$ cat src/rtl/la_capture_engine.sv
// rtl/la_capture_engine.sv - logic analyzer trigger-and-capture engine with circular buffer and streamed readout
module la_capture_engine #(
    parameter int  CH_W  = 8,
    parameter int  DEPTH = 16,
    localparam int AW    = $clog2(DEPTH)
) (
    input  logic            clk,
    input  logic            rst,
    input  logic [CH_W-1:0] samp_in,
    input  logic [7:0]      cfg_div,
    input  logic [AW-1:0]   cfg_pre,
    input  logic [CH_W-1:0] trig_mask,
    input  logic [CH_W-1:0] trig_value,
    input  logic [CH_W-1:0] trig_edge,
    input  logic            arm,
    input  logic            abort,
    output logic [2:0]      state,
    output logic            triggered,
    output logic [CH_W-1:0] rd_data,
    output logic            rd_valid,
    input  logic            rd_ready,
    output logic            rd_last
);
    typedef enum logic [2:0] {
        S_IDLE = 3'd0,
        S_PRE  = 3'd1,
        S_TRIG = 3'd2,
        S_POST = 3'd3,
        S_READ = 3'd4
    } state_t;

    state_t          state_q;
    logic [7:0]      div_q;
    logic [7:0]      div_cnt_q;
    logic [AW-1:0]   pre_q;
    logic [AW-1:0]   wr_ptr_q;
    logic [AW-1:0]   rd_ptr_q;
    logic [AW-1:0]   trig_idx_q;
    logic [AW-1:0]   post_q;
    logic [AW-1:0]   rd_cnt_q;
    logic [AW:0]     fill_q;
    logic [CH_W-1:0] mask_q;
    logic [CH_W-1:0] value_q;
    logic [CH_W-1:0] edge_q;
    logic [CH_W-1:0] prev_q;
    logic [CH_W-1:0] rd_data_q;
    logic            triggered_q;
    logic            rd_valid_q;
    logic            rd_last_q;
    logic [CH_W-1:0] mem_q [DEPTH];

    logic            sampling;
    logic            tick;
    logic            samp_we;
    logic            hit;
    logic            rd_load;
    logic            rd_done;
    logic [CH_W-1:0] bit_ok;
    logic [AW:0]     fill_d;
    logic [AW-1:0]   post_d;

    assign sampling = state_q inside {S_PRE, S_TRIG, S_POST};
    assign tick     = (div_cnt_q == div_q);
    assign samp_we  = !rst && !abort && sampling && tick;

    // Edge bits compare against the previous sample; level bits against trig_value.
    assign bit_ok   = (edge_q & ~prev_q & samp_in) | (~edge_q & ~(samp_in ^ value_q));
    assign hit      = &(~mask_q | bit_ok);

    assign fill_d   = (fill_q == (AW+1)'(DEPTH)) ? fill_q : fill_q + (AW+1)'(1);
    assign post_d   = AW'(DEPTH-1) - pre_q;

    // A pending last sample is never replaced; its transfer ends the readout.
    assign rd_done  = rd_valid_q && rd_ready && rd_last_q;
    assign rd_load  = (!rd_valid_q || rd_ready) && !rd_last_q;

    always_ff @(posedge clk) begin
        if (samp_we) begin
            mem_q[wr_ptr_q] <= samp_in;
        end
    end

    always_ff @(posedge clk) begin
        if (rst) begin
            state_q     <= S_IDLE;
            div_q       <= '0;
            div_cnt_q   <= '0;
            pre_q       <= '0;
            wr_ptr_q    <= '0;
            rd_ptr_q    <= '0;
            trig_idx_q  <= '0;
            post_q      <= '0;
            rd_cnt_q    <= '0;
            fill_q      <= '0;
            mask_q      <= '0;
            value_q     <= '0;
            edge_q      <= '0;
            prev_q      <= '0;
            rd_data_q   <= '0;
            triggered_q <= 1'b0;
            rd_valid_q  <= 1'b0;
            rd_last_q   <= 1'b0;
        end else if (abort && state_q != S_IDLE) begin
            state_q     <= S_IDLE;
            triggered_q <= 1'b0;
            rd_valid_q  <= 1'b0;
            rd_last_q   <= 1'b0;
        end else begin
            if (sampling) begin
                div_cnt_q <= tick ? 8'd0 : div_cnt_q + 8'd1;
                if (tick) begin
                    wr_ptr_q <= wr_ptr_q + AW'(1);
                    prev_q   <= samp_in;
                end
            end
            case (state_q)
                S_IDLE: begin
                    if (arm && !abort) begin
                        div_q     <= cfg_div;
                        pre_q     <= cfg_pre;
                        mask_q    <= trig_mask;
                        value_q   <= trig_value;
                        edge_q    <= trig_edge;
                        div_cnt_q <= '0;
                        prev_q    <= '0;
                        wr_ptr_q  <= '0;
                        fill_q    <= '0;
                        state_q   <= (cfg_pre == '0) ? S_TRIG : S_PRE;
                    end
                end
                S_PRE: begin
                    if (tick) begin
                        fill_q <= fill_d;
                        if (fill_d == {1'b0, pre_q}) begin
                            state_q <= S_TRIG;
                        end
                    end
                end
                S_TRIG: begin
                    if (tick && hit) begin
                        trig_idx_q  <= wr_ptr_q;
                        triggered_q <= 1'b1;
                        post_q      <= post_d;
                        if (post_d == '0) begin
                            state_q  <= S_READ;
                            rd_ptr_q <= wr_ptr_q - pre_q;
                            rd_cnt_q <= '0;
                        end else begin
                            state_q <= S_POST;
                        end
                    end
                end
                S_POST: begin
                    if (tick) begin
                        post_q <= post_q - AW'(1);
                        if (post_q == AW'(1)) begin
                            state_q  <= S_READ;
                            rd_ptr_q <= trig_idx_q - pre_q;
                            rd_cnt_q <= '0;
                        end
                    end
                end
                S_READ: begin
                    if (rd_done) begin
                        state_q     <= S_IDLE;
                        rd_valid_q  <= 1'b0;
                        rd_last_q   <= 1'b0;
                        triggered_q <= 1'b0;
                    end else if (rd_load) begin
                        rd_data_q  <= mem_q[rd_ptr_q];
                        rd_valid_q <= 1'b1;
                        rd_last_q  <= (rd_cnt_q == AW'(DEPTH-1));
                        rd_ptr_q   <= rd_ptr_q + AW'(1);
                        rd_cnt_q   <= rd_cnt_q + AW'(1);
                    end
                end
                default: state_q <= S_IDLE;
            endcase
        end
    end

    assign state     = state_q;
    assign triggered = triggered_q;
    assign rd_data   = rd_data_q;
    assign rd_valid  = rd_valid_q;
    assign rd_last   = rd_last_q;
endmodule

$ cat config.mk
export PLATFORM = sky130hd
export DESIGN_NAME = la_capture_engine
export DESIGN_NICKNAME = d
export VERILOG_FILES = /design/src/rtl/la_capture_engine.sv
export SDC_FILE = /design/constraint.sdc
export NUM_CORES = 1
export LEC_CHECK = 0
export ABC_AREA = 1
export CAP_MARGIN = 40
export CORE_MARGIN = 2
export CORE_UTILIZATION = 35
export CTS_CLUSTER_DIAMETER = 50
export DETAILED_ROUTE_END_ITERATION = 7
export PLACE_DENSITY = 0.59
export SYNTH_ARGS = -nofsm -noshare
export SYNTH_HDL_FRONTEND = slang
export SYNTH_SLANG_ARGS = --single-unit
$ cat constraint.sdc
create_clock -name clk -period 5.31 [get_ports clk]
set_input_delay 0.7965 -clock clk [delete_from_list [all_inputs] [get_ports clk]]
set_output_delay 0.7965 -clock clk [all_outputs]
set_load 0.02 [all_outputs]
# Word-level counts from Yosys, hierarchy flattened
# Memory sizes are Yosys's and may differ from the RTL's. A register that Yosys moved wholly into a read port is not among the register bits.
# Cells that the tools add are included.
[word_totals] n_memories=1 register_bits=83 ramBits=128
[op_classes] n_reduce_logical=35 n_bitwise=12 addsub=9 mux=52 n_eq_ne=19
[memory_table] memory="mem_q" depth=16 word_bits=8 read_ports=1 rd_clocked_by_memory_dff=1 wr=1 line_no="50" source="logic [CH_W-1:0] mem_q [DEPTH];"
[ops] op="2-to-1 mux 4 bit" n=18
[ops] op="2-to-1 mux 8 bit" n=8
[ops] op="inverter 8 bit" n=4
[ops] op="AND 8 bit" n=3
[ops] op="2-to-1 mux 3 bit" n=8
[ops] op="one-hot mux 4 bit (3 select lines)" n=2
[ops] op="OR 8 bit" n=2
[ops] op="AND reduction 8 bit" n=2
[ops] op="2-to-1 mux 5 bit" n=3
[ops] op="one-hot mux 3 bit (5 select lines)" n=1
[ops] op="adder 4 x 1 -> 4 bit, second input constant" n=3
[ops] op="!= test 2 bit, second input constant" n=6
[ops] op="AND reduction 4 bit" n=3
[ops] op="one-hot mux 5 bit (2 select lines)" n=1
[ops] op="logical AND 1 bit" n=9
[ops] op="AND reduction 3 bit" n=3
[ops] op="nonzero test 3 bit" n=3
[ops] op="adder 8 x 1 -> 8 bit, second input constant" n=1
[ops] op="== test 8 bit" n=1
[ops] op="logical NOT 4 bit" n=2
[ops] op="2-to-1 mux 1 bit" n=8
[ops] op="!= test 2 x 1 -> 1 bit, second input constant" n=4
[ops] op="one-hot mux 4 bit (2 select lines)" n=1
[ops] op="nonzero test 2 bit" n=4
[ops] op="other kinds (21)" n=27

# Depth between registers and ports, before layout
[depth] ltp_word=9 ltp_mapped=13 mapped_depth_nobuf=13

# Least setup slack after synthesis
# No wires, ideal clock.
[synth_path] path_kind="register -> register" from="register state_q[0] (netlist: state[0])" to="memory mem_q[0][0], enable pin" path_slack_ns=2.989 path_buffers=1 period_less_slack_ns=2.321 path_stages_with_launch=12 arrival_time_ns=1.950 cell_sequence="dfxtp_1 -> nor2_2 -> nor2_1 -> inv_1 -> nor2_4 -> inv_1 -> nor2_4 -> inv_1 -> buf_6 -> nor2_4 -> nand2_1 -> nor2_1"
[synth_between] elab_chain_len=6 elab_cells_between_ends=8 cone_classes="3 x eq/ne; 2 x mux; 3 x reduce/logical"
[synth_rtl] element="start, declared" line_no="32" source="state_t state_q;"
[synth_rtl] element="start signal, assigned" line_no="128" source="state_q <= (cfg_pre == '0) ? S_TRIG : S_PRE;"
[synth_rtl] element="== test 3 x 1 -> 1 bit / == test 3 x 2 -> 1 bit (equally long branches)" line_no="62" source="assign sampling = state_q inside {S_PRE, S_TRIG, S_POST};"
[synth_rtl] element="nonzero test 3 bit (*)" line_no="62"
[synth_rtl] element="logical AND 1 bit (*) (2 in series)" line_no="64" source="assign samp_we = !rst && !abort && sampling && tick;"
[synth_rtl] element="2-to-1 mux 1 bit (*)" line_no="78" source="if (samp_we) begin"
[synth_rtl] element="2-to-1 mux 1 bit (not written as such) (*)" line_no="79" source="mem_q[wr_ptr_q] <= samp_in;"
[synth_rtl] element="end, declared" line_no="50"
# Every way passes the cells marked *; elsewhere a longest branch is shown, timed or not.

# Worst setup path in the final report
[layout_path] from="register state_q[0] (netlist: state[0])" to="memory mem_q[11][3], enable pin"
# The elaborated chain is that of the path after synthesis.

==> impl_metrics.json <==
{
  "finalInstanceArea_mm2": 0.0116,
  "drt_wl_total_mm": 22.7,
  "die_width_um": 170,
  "grt_max_degree": 68,
  "instances_no_fill": 1435,
  "fin_crit_ns": 2.97,
  "synth_enable_flop_cells": 128,
  "crit_buf_inv": 3,
  "io_pins": 63,
  "synth_area_mm2": 0.00966,
  "yosys.area_share.simple": 0.162,
  "required_ns": 5.45,
  "synth.distinct_cells": 42,
  "drive_above_1_share": 0.0686,
  "rsz0062_at_grt": "no",
  "yosysTopAreaCell": "edfxtp_1",
  "synth_xor_area_frac": 0.0200,
  "cp.depth": 10,
  "wire_per_inst_um": 15.8,
  "synth_mux_area_frac": 0.0228,
  "cp_slowest_cell": "nor2_1",
  "min_path_cells": 2,
  "outcome": "complete, no violations",
  "cts_tree": "yes",
  "final_common_cell": "nor2_1",
  "viasPerCell": 5.01,
  "path_cells": "nor2_2 -> nor2_1 -> inv_1 -> nor2_4 -> inv_1 -> nor2_4 -> inv_1 -> nor2_4 -> nand2_1 -> nor2_1",
  "hold_viol_final": 0,
  "ys_ff_latch": 219,
  "postCtsSetupBuffers": 0,
  "worst_setup_path_end_kind": "register",
  "dp_cells": 1385,
  "drtIter0Drc": 415,
  "post-route-period-util": 0.560,
  "first_pass_iters": 5,
  "worstHoldStart": "prev_q[5]$_SDFFE_PP0N_",
  "synth.top_cell.area_share": 0.398,
  "n_antenna_cell": 0,
  "r2r_end": "mem_q[11][3]$_DFFE_PP_",
  "ys_async_sr_fraction": 0,
  "tightest_slew_ns": 0.806,
  "yosys.area_share.adder": 0.0202,
  "port_buffers": 62,
  "gr-usage-all-layers": 0.155,
  "synth_top_family_by_area": "simple AND/OR/NAND/NOR gates",
  "p_leak_nw": 4.14,
  "antenna_found_initial": 0,
  "holdPathEnd": "prev_q[5]$_SDFFE_PP0N_",
  "ys.warnings.count": 0,
  "arrival_ns": 3.11,
  "crit-reg2reg-launch": "state[0]$_SDFFE_PP0P_",
  "post_dp_cell_area_mm2": 0.0107,
  "grt_pass1_wl_mm": 35.8,
  "core-area_mm2": 0.0270,
  "max-clock-path-buffers": 3,
  "final-max-slew-violation-count": 0,
  "whs_ns": 0.456,
  "cts_made_buffers": 27,
  "htree_levels": 1,
  "crit_family": "simple AND/OR/NAND/NOR gates",
  "critPathLaunchType": "register",
  "ys_seq_area_frac": 0.587,
  "fmax_mhz": 336,
  "hold_path_class": "register to register",
  "cap_viol_max_count": 0,
  "rows": 60,
  "most-common-layout-cells": "142 x nor2_1, 138 x nand2_1, 128 x edfxtp_1, 111 x o21ai_0",
  "slew_headroom": 0.461,
  "cts_hold_buffers": 0,
  "hpwl_mm": 15.1,
  "p_per_area_mw_per_mm2": 417,
  "cpPeakStageDelay_ns": 0.63,
  "nets": 1137,
  "avgSynthCellArea_um2": 9.54,
  "initial_core_util": 0.357,
  "ctsResizeCount": 0,
  "path_clk_slew_ns": 0.06,
  "num_vias": 7186,
  "grt_pass1_vias": 6739,
  "cts.sinks": 219,
  "p_total_mw": 4.83,
  "finClkSkew_ns": 0.0154,
  "synth_compound_area_frac": 0.132,
  "synthFlopType": "edfxtp_1",
  "place.gp.congestion": 0.857,
  "ant_nets": 0,
  "reg2reg_depth": 10,
  "path_class": "register to register",
  "grt-ovfl-total": 0,
  "drc_errors": 0,
  "synth.area.top_cells": "edfxtp_1 40%, dfxtp_1 19%, o21ai_0 5.8%, nor2_1 5.5%, nand2_1 5.4%",
  "peakVddDrop_mv": 0.224,
  "root_buffer": "clkbuf_16",
  "synthCells": 1012,
  "crit_fanout": 20,
  "fp.dieH_um": 170,
  "synth_nets": 1076,
  "syn_to_final_growth_pct": 19.8,
  "setup-violations-final": 0,
  "insertion_delay_ns": 0.53,
  "timing.reg2reg.setup_slack_ns": 2.34,
  "die_area_mm2": 0.0289,
  "fin_setup_tns_ns": 0
}
registers in the layout, summed over array words and instances, names as in the netlist, 5 cells and up:
signal,flops
mem_q,128
div_cnt_q,8
edge_q,8
value_q,8
prev_q,8
mask_q,8
div_q,8
fill_q,5
rd_data,8
synthesized netlist by cell type (all sizes together) (3+ instances only):
cell type  number
nand4          16
buf            14
clkbuf         30
nor3            4
or2             3
o21ai         112
ha             14
a211oi          3
xor2            7
o211ai         20
mux2i          22
nand2         140
a21oi          67
clkinv          5
xnor2          15
o22ai          11
inv            90
nor2          148
nand3          51
edfxtp        128
o221ai         12
dfxtp          91
per-stage QoR:
step	util	setup WS [ns]
after CTS	0.428	2.26
after floorplan	-	2.99
after global placement	0.393	1.86
final	0.428	2.34
after global routing	0.428	2.03
after detailed placement	0.394	1.75
tightest hold or removal path: stages, from the launching register on:
cell	delay [ns]
dfxtp_1	0.29
inv_1	0.06
a21oi_1	0.05
routing by layer:
metal	part of all wire	routed length (um)	vias up	GRT usage
met5	0	0	-	0
li1	-	-	3609	-
met1	0.47	10600	3379	0.213
met3	0.044	992	27	0.0205
met4	0.022	490	0	0.0453
met2	0.46	10500	171	0.257
logic make-up after synthesis:
group | after synthesis
AND/OR/NAND/NOR | 366
AO/OA/AOI/OAI | 229
flip-flops | 219
buffers and inverters | 139
XOR/XNOR | 22
multiplexers | 22
adder cells (fa/ha/maj) | 15
worst max path at each step:
stage                                startpoint                     end
final                     state[0]$_SDFFE_PP0P_  mem_q[11][3]$_DFFE_PP_
after global routing      state[0]$_SDFFE_PP0P_  mem_q[11][3]$_DFFE_PP_
after CTS                 state[0]$_SDFFE_PP0P_  mem_q[11][3]$_DFFE_PP_
after detailed placement                  abort  mem_q[11][4]$_DFFE_PP_
after global placement                    abort   mem_q[4][4]$_DFFE_PP_
after floorplan           state[0]$_SDFFE_PP0P_   mem_q[0][0]$_DFFE_PP_
where the power goes:
group / leakage, nW / internal, mW / total, mW / switching (mW)
logic: 1.80 / 0.349 / 1.00 / 0.651
clock network: 0.456 / 1.13 / 1.84 / 0.711
registers: 1.89 / 1.90 / 1.98 / 0.0884
total: 4.14 / 3.38 / 4.83 / 1.45
final cells by class:
cell class / count / area (um^2)
Clock buffer: 37 / 774
Clock inverter: 13 / 143
Fill cell: 2668 / 15500
Inverter: 95 / 357
Multi-Input combinational cell: 654 / 3450
Sequential cell: 219 / 5670
Tap cell: 341 / 427
Timing Repair Buffer: 76 / 753
No activity file was read; power rests on OpenSTA's default activity.
